<file path="src/rtl/keypad_scanner.sv">
// keypad_scanner: 4x4 active-low key matrix front end for the calculator
// controller. Scans rows one-cold, synchronises and debounces the column
// lines, and turns each accepted press into exactly one controller event:
// a digit with a read strobe, a held one-hot operator, an equal strobe or a
// clear strobe. There is no auto-repeat and no rollover (first key wins).
//
// Handshake: the outputs carry no ready/acknowledge. read_input,
// equal_input and clear are single-cycle valid pulses that the controller
// must sample in the cycle they are high. keypad_input and operator_input
// are level outputs that hold until the next event changes them.
module keypad_scanner #(
    parameter int SCAN_CYCLES  = 4,
    parameter int DEBOUNCE_CNT = 8
) (
    input  logic       clk,
    input  logic       nRST,
    input  logic [3:0] col_n,
    output logic [3:0] row_n,
    output logic [3:0] keypad_input,
    output logic       read_input,
    output logic [2:0] operator_input,
    output logic       equal_input,
    output logic       clear,
    output logic       busy
);

    localparam int SLOT_W = (SCAN_CYCLES > 2) ? $clog2(SCAN_CYCLES) : 1;
    localparam int DEB_W  = (DEBOUNCE_CNT > 1) ? $clog2(DEBOUNCE_CNT + 1) : 1;

    localparam logic [SLOT_W-1:0] SLOT_LAST = SLOT_W'(SCAN_CYCLES - 1);
    localparam logic [SLOT_W-1:0] SLOT_ONE  = SLOT_W'(1);
    localparam logic [DEB_W-1:0]  DEB_LAST  = DEB_W'(DEBOUNCE_CNT - 1);
    localparam logic [DEB_W-1:0]  DEB_ONE   = DEB_W'(1);

    localparam logic [2:0] OP_NONE = 3'b000;
    localparam logic [2:0] OP_ADD  = 3'b001;
    localparam logic [2:0] OP_SUB  = 3'b010;
    localparam logic [2:0] OP_MUL  = 3'b100;

    // Scanner states; kept as a named signal so checkers can bind to it.
    typedef enum logic [1:0] {
        SCAN      = 2'd0,
        DEB_PRESS = 2'd1,
        HELD      = 2'd2,
        DEB_REL   = 2'd3
    } state_t;

    // Meaning of the key at the latched (row, column) position.
    typedef enum logic [2:0] {
        K_DIGIT = 3'd0,
        K_ADD   = 3'd1,
        K_SUB   = 3'd2,
        K_MUL   = 3'd3,
        K_EQ    = 3'd4,
        K_CLR   = 3'd5,
        K_NOP   = 3'd6
    } key_kind_t;

    state_t            state;
    logic [1:0]        row_idx;
    logic [1:0]        next_row;
    logic [1:0]        key_col;
    logic [SLOT_W-1:0] slot_cnt;
    logic [DEB_W-1:0]  deb_cnt;
    logic              eq_flag;

    logic [3:0]        col_meta;
    logic [3:0]        col_s;

    logic              col_hit;
    logic [1:0]        hit_col;
    logic              key_low;

    key_kind_t         key_kind;
    logic [3:0]        key_digit;

    // Row drive pattern: only the indexed row is pulled low.
    function automatic logic [3:0] one_cold(input logic [1:0] idx);
        one_cold = ~(4'b0001 << idx);
    endfunction

    // Two-flop synchroniser for the asynchronous column inputs.
    always_ff @(posedge clk or negedge nRST) begin
        if (!nRST) begin
            col_meta <= 4'b1111;
            col_s    <= 4'b1111;
        end else begin
            col_meta <= col_n;
            col_s    <= col_meta;
        end
    end

    // Lowest-index low column of the synchronised value.
    always_comb begin
        col_hit = 1'b1;
        hit_col = 2'd0;
        if (!col_s[0]) begin
            hit_col = 2'd0;
        end else if (!col_s[1]) begin
            hit_col = 2'd1;
        end else if (!col_s[2]) begin
            hit_col = 2'd2;
        end else if (!col_s[3]) begin
            hit_col = 2'd3;
        end else begin
            col_hit = 1'b0;
        end
    end

    assign key_low  = ~col_s[key_col];
    assign next_row = row_idx + 2'd1;

    // Key map decode for the latched row and column.
    always_comb begin
        key_kind  = K_NOP;
        key_digit = 4'd0;
        case (row_idx)
            2'd0: begin
                case (key_col)
                    2'd0:    begin key_kind = K_DIGIT; key_digit = 4'd1; end
                    2'd1:    begin key_kind = K_DIGIT; key_digit = 4'd2; end
                    2'd2:    begin key_kind = K_DIGIT; key_digit = 4'd3; end
                    default: key_kind = K_ADD;
                endcase
            end
            2'd1: begin
                case (key_col)
                    2'd0:    begin key_kind = K_DIGIT; key_digit = 4'd4; end
                    2'd1:    begin key_kind = K_DIGIT; key_digit = 4'd5; end
                    2'd2:    begin key_kind = K_DIGIT; key_digit = 4'd6; end
                    default: key_kind = K_SUB;
                endcase
            end
            2'd2: begin
                case (key_col)
                    2'd0:    begin key_kind = K_DIGIT; key_digit = 4'd7; end
                    2'd1:    begin key_kind = K_DIGIT; key_digit = 4'd8; end
                    2'd2:    begin key_kind = K_DIGIT; key_digit = 4'd9; end
                    default: key_kind = K_MUL;
                endcase
            end
            default: begin
                case (key_col)
                    2'd0:    key_kind = K_CLR;
                    2'd1:    begin key_kind = K_DIGIT; key_digit = 4'd0; end
                    2'd2:    key_kind = K_EQ;
                    default: key_kind = K_NOP;
                endcase
            end
        endcase
    end

    // Scan / debounce state machine with registered event outputs.
    always_ff @(posedge clk or negedge nRST) begin
        if (!nRST) begin
            state          <= SCAN;
            row_idx        <= 2'd0;
            row_n          <= 4'b1110;
            key_col        <= 2'd0;
            slot_cnt       <= '0;
            deb_cnt        <= '0;
            eq_flag        <= 1'b0;
            keypad_input   <= 4'd0;
            read_input     <= 1'b0;
            operator_input <= OP_NONE;
            equal_input    <= 1'b0;
            clear          <= 1'b0;
            busy           <= 1'b0;
        end else begin
            // Strobes are single-cycle pulses unless an event sets them.
            read_input  <= 1'b0;
            equal_input <= 1'b0;
            clear       <= 1'b0;

            case (state)
                SCAN: begin
                    if (slot_cnt == SLOT_LAST) begin
                        slot_cnt <= '0;
                        if (col_hit) begin
                            key_col <= hit_col;
                            deb_cnt <= '0;
                            state   <= DEB_PRESS;
                            busy    <= 1'b1;
                        end else begin
                            row_idx <= next_row;
                            row_n   <= one_cold(next_row);
                        end
                    end else begin
                        slot_cnt <= slot_cnt + SLOT_ONE;
                    end
                end

                DEB_PRESS: begin
                    if (key_low) begin
                        if (deb_cnt == DEB_LAST) begin
                            deb_cnt <= '0;
                            state   <= HELD;
                            // Emit the event for the accepted key.
                            case (key_kind)
                                K_DIGIT: begin
                                    keypad_input <= key_digit;
                                    read_input   <= 1'b1;
                                    if (eq_flag) begin
                                        operator_input <= OP_NONE;
                                        eq_flag        <= 1'b0;
                                    end
                                end
                                K_ADD: operator_input <= OP_ADD;
                                K_SUB: operator_input <= OP_SUB;
                                K_MUL: operator_input <= OP_MUL;
                                K_EQ: begin
                                    // Operator is kept so the controller can use it after equal.
                                    equal_input <= 1'b1;
                                    eq_flag     <= 1'b1;
                                end
                                K_CLR: begin
                                    clear          <= 1'b1;
                                    operator_input <= OP_NONE;
                                    eq_flag        <= 1'b0;
                                end
                                default: ;
                            endcase
                        end else begin
                            deb_cnt <= deb_cnt + DEB_ONE;
                        end
                    end else begin
                        // Glitch: resume scanning on the following row.
                        deb_cnt  <= '0;
                        slot_cnt <= '0;
                        row_idx  <= next_row;
                        row_n    <= one_cold(next_row);
                        state    <= SCAN;
                        busy     <= 1'b0;
                    end
                end

                HELD: begin
                    if (!key_low) begin
                        deb_cnt <= '0;
                        state   <= DEB_REL;
                    end
                end

                DEB_REL: begin
                    if (!key_low) begin
                        if (deb_cnt == DEB_LAST) begin
                            deb_cnt  <= '0;
                            slot_cnt <= '0;
                            row_idx  <= next_row;
                            row_n    <= one_cold(next_row);
                            state    <= SCAN;
                            busy     <= 1'b0;
                        end else begin
                            deb_cnt <= deb_cnt + DEB_ONE;
                        end
                    end else begin
                        // Release bounced; the key is still considered held.
                        deb_cnt <= '0;
                        state   <= HELD;
                    end
                end

                default: begin
                    state <= SCAN;
                    busy  <= 1'b0;
                end
            endcase
        end
    end

endmodule
</file>
<file path="config.mk">
export PLATFORM = sky130hd
export DESIGN_NAME = keypad_scanner
export DESIGN_NICKNAME = d
export VERILOG_FILES = /design/src/rtl/keypad_scanner.sv
export SDC_FILE = /design/constraint.sdc
export NUM_CORES = 1
export LEC_CHECK = 0
export CORE_ASPECT_RATIO = 0.6
export CORE_MARGIN = 5
export CORE_UTILIZATION = 49
export DETAILED_ROUTE_END_ITERATION = 8
export PLACE_DENSITY = 0.74
export RECOVER_POWER = 50
export SYNTH_ARGS = -nofsm -noshare
export SYNTH_HDL_FRONTEND = slang
export SYNTH_SLANG_ARGS = --single-unit
</file>
<file path="constraint.sdc">
create_clock -name clk -period 2.2 [get_ports clk]
set_input_delay 0.44 -clock clk [delete_from_list [all_inputs] [get_ports clk]]
set_output_delay 0.44 -clock clk [all_outputs]
set_load 0.01 [all_outputs]
</file>
==> metrics, run 1 <==
status=finished, final reports clean; beginning of the worst hold path=col_meta[2]; vias post-DR=1333; Arr. time, crit path=2.30 ns; Slew Viols, Final=0; synth cell count leaders=dfrtp_1, ha_1, nand2_1; Power Density=1210 mW/mm^2; Sink Count=36; slack of the critical path=0.0703 ns; max-cap violation count=0; crit-path max FO=5; drt initial violations=103; die area=0.00496 mm^2; post-synthesis adder-cell area fraction=9.18%; Initial Util=52.7%; CP Capture Type=flop; total wire length=3760 um; initial antenna violation count=0; simple-gate area share of the yosys netlist=15.3%; Avg Cell Area, Syn=11.3 um^2; Worst EP required=2.37 ns; H-tree depth=2; Final Net Count=217; vias in the first global route=1343; 1st-pass router iterations=4; worst r2r path cells=5; gr ovfl total=0; critical path startpoint category=flop; I/O Pins=21; Post-synth EDFFs=0; reg2reg start=row_idx[1]; Root Driver=clkbuf_8; Syn Inst Count=157; final setup skew=0.00895 ns; post-place setup slack=-0.00364 ns; reg2reg end=keypad_input[3]; largest area contributor in the synthesized netlist=dfrtp_1; Die X=87.6 um; hold path cells=0; Yosys top cell area share=35.3%; largest net degree at the start of global routing=37; Routed Antenna Nets=0; Worst-Margin Slew=0.876 ns; CP max stage cell=or4_4; drt wl/cell=15.4 um; first-pass GRT wire length=6290 um; Clock Latency Late Sink=0.29 ns; reg2reg setup slack=0.07 ns; worst path cell trace=ha_1, o31a_1, or4_4, nor2_8, mux2_1; slew margin rel.=41.6%; multiplexer area fraction after synthesis=6.71%; Area Growth Syn to Fin=27.6%; hold_ws=0.358 ns; DRC viols=0; Synth Area in Compound Gates=12.6%; # setup viols final=0; worst vdd ir=0.618 mV; top-count cell post-synth=dfrtp_1; Hold EP=col_s[2]; Core Rows=16; layout cells sized above 1=22.1%; post-synth net total=176; Final Hold Vio Count=0; Cell Area, Synth=0.00177 mm^2; clock-pin slew on the worst setup and hold paths=0.07 ns; Syn. warnings=0; largest cells by area after synthesis=dfrtp_1, dfstp_2, ha_1, mux2_1, nand2_1; HP Class=flop to flop; die height=56.6 um; fmax=470 MHz; Seq/Total Area, Yosys=51.6%; vias per inst=5.46; Std-Cell Core Area=0.00336 mm^2; post-DP HPWL=2700 um; FILL cells=246; Period Utilization, post-route=96.8%; Post-Synth XOR/XNOR Area=1.48%; CTS max path bufs=2; CTS tree=yes; Lkg Pwr=1.02 nW; FF+latch count, synth=36; GR Util All Layers=16.7%; port bufs=20; unrepaired setup endpoints after global routing=no; FFs w/ async S/R, synth=100%; Synth Flop Type=dfrtp_1; ANT cells=0; Unique masters post-synth=37; final RePlAce weighted congestion=0.746; CTS Buf Count=5; critical path class=flop to flop; FF+latch area=917 um^2; area of the multi-input gates=806 um^2; fin crit period=2.13 ns; CP peak stage delay=0.57 ns; largest family of logic cells by synthesized area=simple AND/OR/NAND/NOR gates
==> area by class of cell <==
| class | instances | share of cell area (%) |
|---|---|---|
| clock inverter | 3 | 1.88 |
| tap | 45 | 2.49 |
| timing repair buffer | 38 | 14.7 |
| sequential | 36 | 40.6 |
| clock buffer | 5 | 3.04 |
| multi-input combinational | 107 | 35.6 |
| inverter | 10 | 1.66 |
==> cells by family after synthesis <==
kind of cell	after synthesis
and+or+nand+nor	48
xor gates and xnor gates	3
DFF	36
AOI/OAI and AO/OA	33
adders and majority gates	13
buffers and inverters	14
muxes	10
==> report_power, final <==
part / switching (mW) / total [mW] / internal [mW]
combinational: 0.628 / 1.20 / 0.569
sequential: 0.143 / 0.963 / 0.820
clock: 0.238 / 0.573 / 0.335
==> worst max-delay path, delay by kind of cell (launching register included) <==
kind / cells / cell delay (ns)
AO/OA/AOI/OAI: 1 / 0.33
adder cells (fa/ha/maj): 1 / 0.20
flip-flops: 1 / 0.44
multiplexers: 1 / 0.34
AND/OR/NAND/NOR: 2 / 0.71
==> worst max-delay path by stage <==
stage,end,cells after the start,startpoint
3_5_place_dp,keypad_input[3],6,row_idx[0]
5_1_grt,keypad_input[0],6,row_idx[1]
3_3_place_gp,keypad_input[1],6,row_idx[0]
6_report,keypad_input[3],5,row_idx[1]
4_1_cts,keypad_input[3],4,key_col[0]
2_1_floorplan,keypad_input[0],6,row_idx[0]
==> state kept, by name (all words and copies together), names as in the netlist, named ones only <==
signal          count
row_n               4
row_idx             2
busy                1
equal_input         1
keypad_input        4
col_meta            4
clear               1
operator_input      3
deb_cnt             4
eq_flag             1
read_input          1
state               1
col_s               4
key_col             2
slot_cnt            2
==> cells in the final DEF (no fill, tap or decap), types with 6 or more instances in the layout <==
cell | synthesis | routed
inv_1 | 10 | 10
nand2_1 | 13 | 13
buf_4 | 0 | 17
clkdlybuf4s50_1 | 0 | 15
o21ai_0 | 6 | 6
dfrtp_1 | 25 | 23
a21oi_1 | 9 | 9
nand3_1 | 7 | 7
ha_1 | 13 | 12
dfstp_2 | 11 | 11
==> per-stage QoR <==
stage                     power [mW]  setup TNS, ns  cells  util (%)  instance area (um^2)
after global placement          2.02              0    231      62.7                  2110
final                           2.73              0    244      67.2                  2260
after detailed placement        2.10       -0.00364    231      62.7                  2110
after global routing            2.93              0    244      67.2                  2260
after CTS                       2.72              0    241      66.5                  2240
after floorplan                 1.67              0    157         -                  1770
==> routing by layer <==
metal / GRT usage (%) / routed length (um) / up-vias
met5: 0 / 0 / -
met4: 7.22 / 71 / 0
met3: 5.56 / 249 / 9
met2: 22.6 / 1620 / 42
met1: 23.9 / 1820 / 635
li1: - / - / 647
==> timing repair <==
action,in CTS,in global routing
hold buffers,0,0
resized for setup,1,2
pin swaps,1,3
hold endpoints to repair,0,0
buffers inserted,2,3
setup endpoints to repair,4,4
(Power assumes the default switching activity.)
==> run 2: changes to the inputs <==
--- a/config.mk
+++ b/config.mk
@@ -9,7 +9,7 @@
 export CORE_MARGIN = 5
 export CORE_UTILIZATION = 49
 export DETAILED_ROUTE_END_ITERATION = 8
-export PLACE_DENSITY = 0.74
+export PLACE_DENSITY = 0.81
 export RECOVER_POWER = 50
 export SYNTH_ARGS = -nofsm -noshare
 export SYNTH_HDL_FRONTEND = slang
==> run 2 against run 1 <==
  * Hold slack improved by 0.00052 ns
  * Largest power group unchanged
  * Highest routed layer unchanged
  * Via count rose by 0.38%
  * Core utilization fell by 1.2 points
  * Routed wire length down 2.9%
  * Final area decreased by 1.7%
  * Die area stayed put
  * Fmax shrank 1.4%
  * Non-clock buffer count down 4
  * Global-route usage shrank 0.81 points
  * Sequential share of layout area up 0.71 points
==> metrics, run 2 (synthesized netlist as in run 1, its figures left out) <==
DR top layer=met4 (unchanged); area of the multi-input gates=803 um^2 (was 806 um^2); CP peak stage delay=0.60 ns (was 0.57 ns); clock-pin slew on the worst setup and hold paths=0.08 ns (was 0.07 ns); FF+latch area=917 um^2 (unchanged); Arr. time, crit path=2.34 ns (was 2.30 ns); initial antenna violation count=0 (unchanged); layout cells sized above 1=20.0% (was 22.1%); most common cell after layout, fill and taps aside=dfrtp_1 (unchanged); slew margin rel.=42.0% (was 41.6%); Root Driver=clkbuf_8 (unchanged); die area=0.00496 mm^2 (unchanged); Final Net Count=213 (was 217); Period Utilization, post-route=98.2% (was 96.8%); 1st-pass router iterations=4 (unchanged); GR Util All Layers=15.9% (was 16.7%); worst path cell trace=mux4_2, or4_4, nor2_8, mux2_1 (was ha_1, o31a_1, or4_4, nor2_8, mux2_1); post-DP HPWL=2600 um (was 2700 um); critical path class=flop to flop (unchanged); hold buffers post-CTS=0 (unchanged); fmax=463 MHz (was 470 MHz); crit-path max FO=5 (unchanged); Std-Cell Core Area=0.00336 mm^2 (unchanged); H-tree depth=2 (unchanged); status=finished, final reports clean (unchanged); Final Hold Vio Count=0 (unchanged); routed wl met2=1640 um (was 1620 um); vias per inst=5.58 (was 5.46); drt initial violations=92 (was 103); fin crit period=2.16 ns (was 2.13 ns); DRC viols=0 (unchanged); HP Class=flop to flop (unchanged); Worst EP required=2.38 ns (was 2.37 ns); Slew Viols, Final=0 (unchanged); # setup viols final=0 (unchanged); I/O Pins=21 (unchanged); Lkg Pwr=1.00 nW (was 1.02 nW); max-cap violation count=0 (unchanged); CTS Buf Count=5 (unchanged); FILL cells=254 (was 246); Clock Latency Late Sink=0.29 ns (about the same); Die X=87.6 um (unchanged); CP max stage cell=or4_4 (unchanged); CP Capture Type=flop (unchanged); Initial Util=52.7% (unchanged); Design Power=2.66 mW (was 2.73 mW); port bufs=20 (unchanged); total wire length=3650 um (was 3760 um); Sink Count=36 (unchanged); Worst-Margin Slew=0.870 ns (was 0.876 ns); Area Growth Syn to Fin=25.4% (was 27.6%); met3 routed WL=220 um (was 249 um); final RePlAce weighted congestion=0.887 (was 0.746); die height=56.6 um (unchanged); drt wl/cell=15.2 um (was 15.4 um); critical path startpoint category=flop (unchanged); reg2reg setup slack=0.04 ns (was 0.07 ns); ANT cells=0 (unchanged); final setup skew=0.00764 ns (was 0.00895 ns); vias in the first global route=1289 (was 1343); first-pass GRT wire length=6030 um (was 6290 um); CTS max path bufs=2 (unchanged); wl on met1=1700 um (was 1820 um); largest net degree at the start of global routing=37 (unchanged); vias post-DR=1338 (was 1333); Core Rows=16 (unchanged); CTS tree=yes (unchanged); Routed Antenna Nets=0 (unchanged); Core Util, Final=66.1% (was 67.2%); most frequent cells in the layout=dfrtp_1, clkdlybuf4s50_1, nand2_1, ha_1, buf_4 (was dfrtp_1, buf_4, clkdlybuf4s50_1); Power Density=1200 mW/mm^2 (was 1210 mW/mm^2); worst vdd ir=0.612 mV (was 0.618 mV); Crit path max-delay family=multiplexers (was simple AND/OR/NAND/NOR gates); CP Buf/Inv Count=0 (unchanged); gr ovfl total=0 (unchanged)
-- run 2: final timing paths --
path                            depth (start not counted)         endpoint         from
worst max-delay path                                    4  keypad_input[2]   key_col[0]
worst min-delay path                                    0         col_s[3]  col_meta[3]
worst max register to register                          4  keypad_input[2]   key_col[0]
worst min register to register                          0         col_s[3]  col_meta[3]
max in group asynchronous                               2       key_col[0]         nRST
min in group asynchronous                               2      slot_cnt[1]         nRST
-- run 2: per-layer routing --
layer | track usage (%) | up-vias
li1 | - | 637
met1 | 21.3 | 648
met3 | 5.26 | 11
met4 | 6.78 | 0
met5 | 0 | -
met2 | 23.3 | 42
-- run 2: layout make-up --
class	instances	area share, %
Clock inverter	2	0.507
Clock buffer	6	4.22
Sequential cell	36	41.3
Inverter	10	1.69
Timing Repair Buffer	34	13.6
Tap cell	45	2.53
Multi-Input combinational cell	107	36.1
-- run 2: metrics by stage --
| stage | instance area [um^2] | cells | TNS [ns] | hold WS, ns | setup slack [ns] |
|---|---|---|---|---|---|
| finish | 2220 | 240 | 0 | 0.358 | 0.0398 |
| global route | 2220 | 240 | -0.00310 | 0.363 | -0.00250 |
| CTS | 2210 | 238 | 0 | 0.359 | 0.00726 |
| detailed placement | 2100 | 230 | 0 | 0.348 | 0.0344 |
| global placement | 2100 | 230 | 0 | 0.346 | 0.0976 |
| floorplan | 1770 | 157 | 0 | 0.144 | 0.0141 |
-- run 2: timing repair --
| action | in CTS | in global routing |
|---|---|---|
| resized for setup | 0 | 2 |
| endpoints found under the setup margin | 0 | 5 |
| endpoints found under the hold margin | 0 | 0 |
| setup buffers | 0 | 2 |
-- run 2: power breakdown --
part	total [mW]	leakage, nW	switching, mW	internal [mW]
combinational	1.16	0.506	0.616	0.543
clock	0.537	0.0566	0.247	0.290
sequential	0.962	0.442	0.142	0.820
total	2.66	1.00	1.00	1.65
==> run 3: changes to the inputs <==
--- a/config.mk
+++ b/config.mk
@@ -9,7 +9,7 @@
 export CORE_MARGIN = 5
 export CORE_UTILIZATION = 49
 export DETAILED_ROUTE_END_ITERATION = 8
-export PLACE_DENSITY = 0.81
+export PLACE_DENSITY = 0.8
 export RECOVER_POWER = 50
 export SYNTH_ARGS = -nofsm -noshare
 export SYNTH_HDL_FRONTEND = slang
==> run 3 against run 2 <==
  * Hold slack barely moved
  * Routed wire length fell by 3.1%
  * Final cell count did not move
  * Combinational power barely moved
  * Register-to-register slack improved by 0.05 ns
  * Sequential power fell by 0.8%
  * Critical endpoint is now keypad_input[0]
==> metrics, run 3 (synthesized netlist as in run 1, its figures left out) <==
slew margin rel.=42.2% (was 42.0%); I/O Pins=21 (unchanged); Clock power frac=18.4% (was 20.2%); critical path startpoint category=flop (unchanged); vias post-DR=1348 (was 1338); status=finished, final reports clean (unchanged); vias per inst=5.62 (was 5.58); Initial Util=52.7% (unchanged); most common cell after layout, fill and taps aside=dfrtp_1 (unchanged); HP Class=flop to flop (unchanged); Period Utilization, post-route=95.8% (was 98.2%); first-pass GRT wire length=6070 um (was 6030 um); Lkg Pwr=0.999 nW (was 1.00 nW); total wire length=3540 um (was 3650 um); Comb pwr share=44.6% (was 43.6%); DRC viols=0 (unchanged); critical path class=flop to flop (unchanged); vias in the first global route=1353 (was 1289); Worst EP required=2.38 ns (about the same); most frequent cells in the layout=dfrtp_1, clkdlybuf4s50_1, nand2_1, ha_1, buf_4 (unchanged); Root Driver=clkbuf_8 (unchanged); Clock Latency Late Sink=0.29 ns (about the same); Area Growth Syn to Fin=24.5% (was 25.4%); CP Buf/Inv Count=0 (unchanged); Worst-Margin Slew=0.866 ns (was 0.870 ns); Sum Neg Setup Slack=0 ns (unchanged); Sink Count=36 (unchanged); Final Net Count=213 (unchanged); fmax=474 MHz (was 463 MHz); Arr. time, crit path=2.28 ns (was 2.34 ns); initial antenna violation count=0 (unchanged); fin crit period=2.11 ns (was 2.16 ns); Design Power=2.58 mW (was 2.66 mW); port bufs=20 (unchanged); sequential share of power=37.0% (was 36.2%); CP peak stage delay=0.59 ns (was 0.60 ns); P_sw=0.994 mW (was 1.00 mW); worst vdd ir=0.631 mV (was 0.612 mV); Net Sw Frac=38.5% (was 37.8%); reg2reg start=key_col[0] (unchanged); CTS Buf Count=5 (unchanged); origin of the worst setup path=key_col[0] (unchanged); final setup skew=0.00332 ns (was 0.00764 ns); post-DP HPWL=2620 um (was 2600 um); GR Util All Layers=16.2% (was 15.9%); CP max stage cell=or4_4 (unchanged); unrepaired setup endpoints after global routing=no; Routed Antenna Nets=0 (unchanged); CTS max path bufs=2 (unchanged); die area=0.00496 mm^2 (unchanged); Die X=87.6 um (unchanged); hold buffers post-CTS=0 (unchanged); final RePlAce weighted congestion=0.894 (was 0.887); max-cap violation count=0 (unchanged); Core Rows=16 (unchanged); H-tree depth=2 (unchanged); internal power=1.59 mW (was 1.65 mW); largest net degree at the start of global routing=37 (unchanged); Slew Viols, Final=0 (unchanged); worst path cell trace=mux4_2, or4_4, nor2_8, mux2_1 (unchanged); Power Density=1170 mW/mm^2 (was 1200 mW/mm^2); beginning of the worst hold path=col_meta[1] (was col_meta[3]); Crit path max-delay family=multiplexers (unchanged); 1st-pass router iterations=4 (unchanged); drt wl/cell=14.7 um (was 15.2 um); ANT cells=0 (unchanged); die height=56.6 um (unchanged); # setup viols final=0 (unchanged); layout cells sized above 1=19.5% (was 20.0%); drt initial violations=69 (was 92); clock-pin slew on the worst setup and hold paths=0.07 ns (was 0.08 ns); CTS tree=yes (unchanged); FILL cells=237 (was 254); Final Hold Vio Count=0 (unchanged); Std-Cell Core Area=0.00336 mm^2 (unchanged); crit-path max FO=5 (unchanged); gr ovfl total=0 (unchanged); CP Capture Type=flop (unchanged)
-- run 3: final timing paths --
kind,endpoint,depth (start not counted),slack (ns)
min,col_s[1],0,0.36
max in group asynchronous,key_col[0],2,0.83
max,keypad_input[0],4,0.09
min in group asynchronous,slot_cnt[0],2,0.78
max reg2reg,keypad_input[0],4,0.09
min reg2reg,col_s[1],0,0.36
-- run 3: layout make-up --
type                       count  area (um^2)  share of cell area, %
sequential                    36          916                   41.5
timing repair buffer          34          303                   13.7
inverter                      10         37.5                   1.70
clock inverter                 3         21.3                  0.964
tap                           45         56.3                   2.55
clock buffer                   5         68.8                   3.12
multi-input combinational    107          803                   36.4
-- run 3: worst register-to-register path, cell delays in order (launching register included) --
cell and delay [ns]:
dfrtp_2 0.40, mux4_2 0.53, or4_4 0.59, nor2_8 0.14
mux2_1 0.34
-- run 3: metal layers --
layer | vias up | global-route usage (%) | wire (um)
li1 | 643 | - | -
met1 | 653 | 20.2 | 1600
met2 | 42 | 25.0 | 1620
met3 | 10 | 5.70 | 247
met4 | 0 | 7.22 | 72
met5 | - | 0 | 0
-- run 3: what timing repair did --
item / 4_1_cts / 5_1_grt
setup buffers: 1 / 1
gates resized for setup: 0 / 1
endpoints found under the setup margin: 1 / 4
pin swaps: 0 / 2
-- run 3: power groups by stage --
stage	Sequential, mW	Clock (mW)	Combinational (mW)
3_3_place_gp	0.946	0	1.06
6_report	0.954	0.476	1.15
3_5_place_dp	0.963	0	1.11
4_1_cts	0.952	0.489	1.14
2_1_floorplan	0.940	0	0.729
5_1_grt	0.975	0.521	1.28
-- run 3: per-stage QoR --
| stage | hold WS [ns] | worst slack, ns | utilization (%) | area (um^2) | instances |
|---|---|---|---|---|---|
| 3_3_place_gp | 0.346 | 0.0953 | 62.5 | 2100 | 230 |
| 2_1_floorplan | 0.144 | 0.0141 | - | 1770 | 157 |
| 4_1_cts | 0.360 | 0.00208 | 65.4 | 2200 | 239 |
| 5_1_grt | 0.362 | 0.0239 | 65.6 | 2210 | 240 |
| 3_5_place_dp | 0.348 | 0.00511 | 62.5 | 2100 | 230 |
| 6_report | 0.358 | 0.0920 | 65.6 | 2210 | 240 |
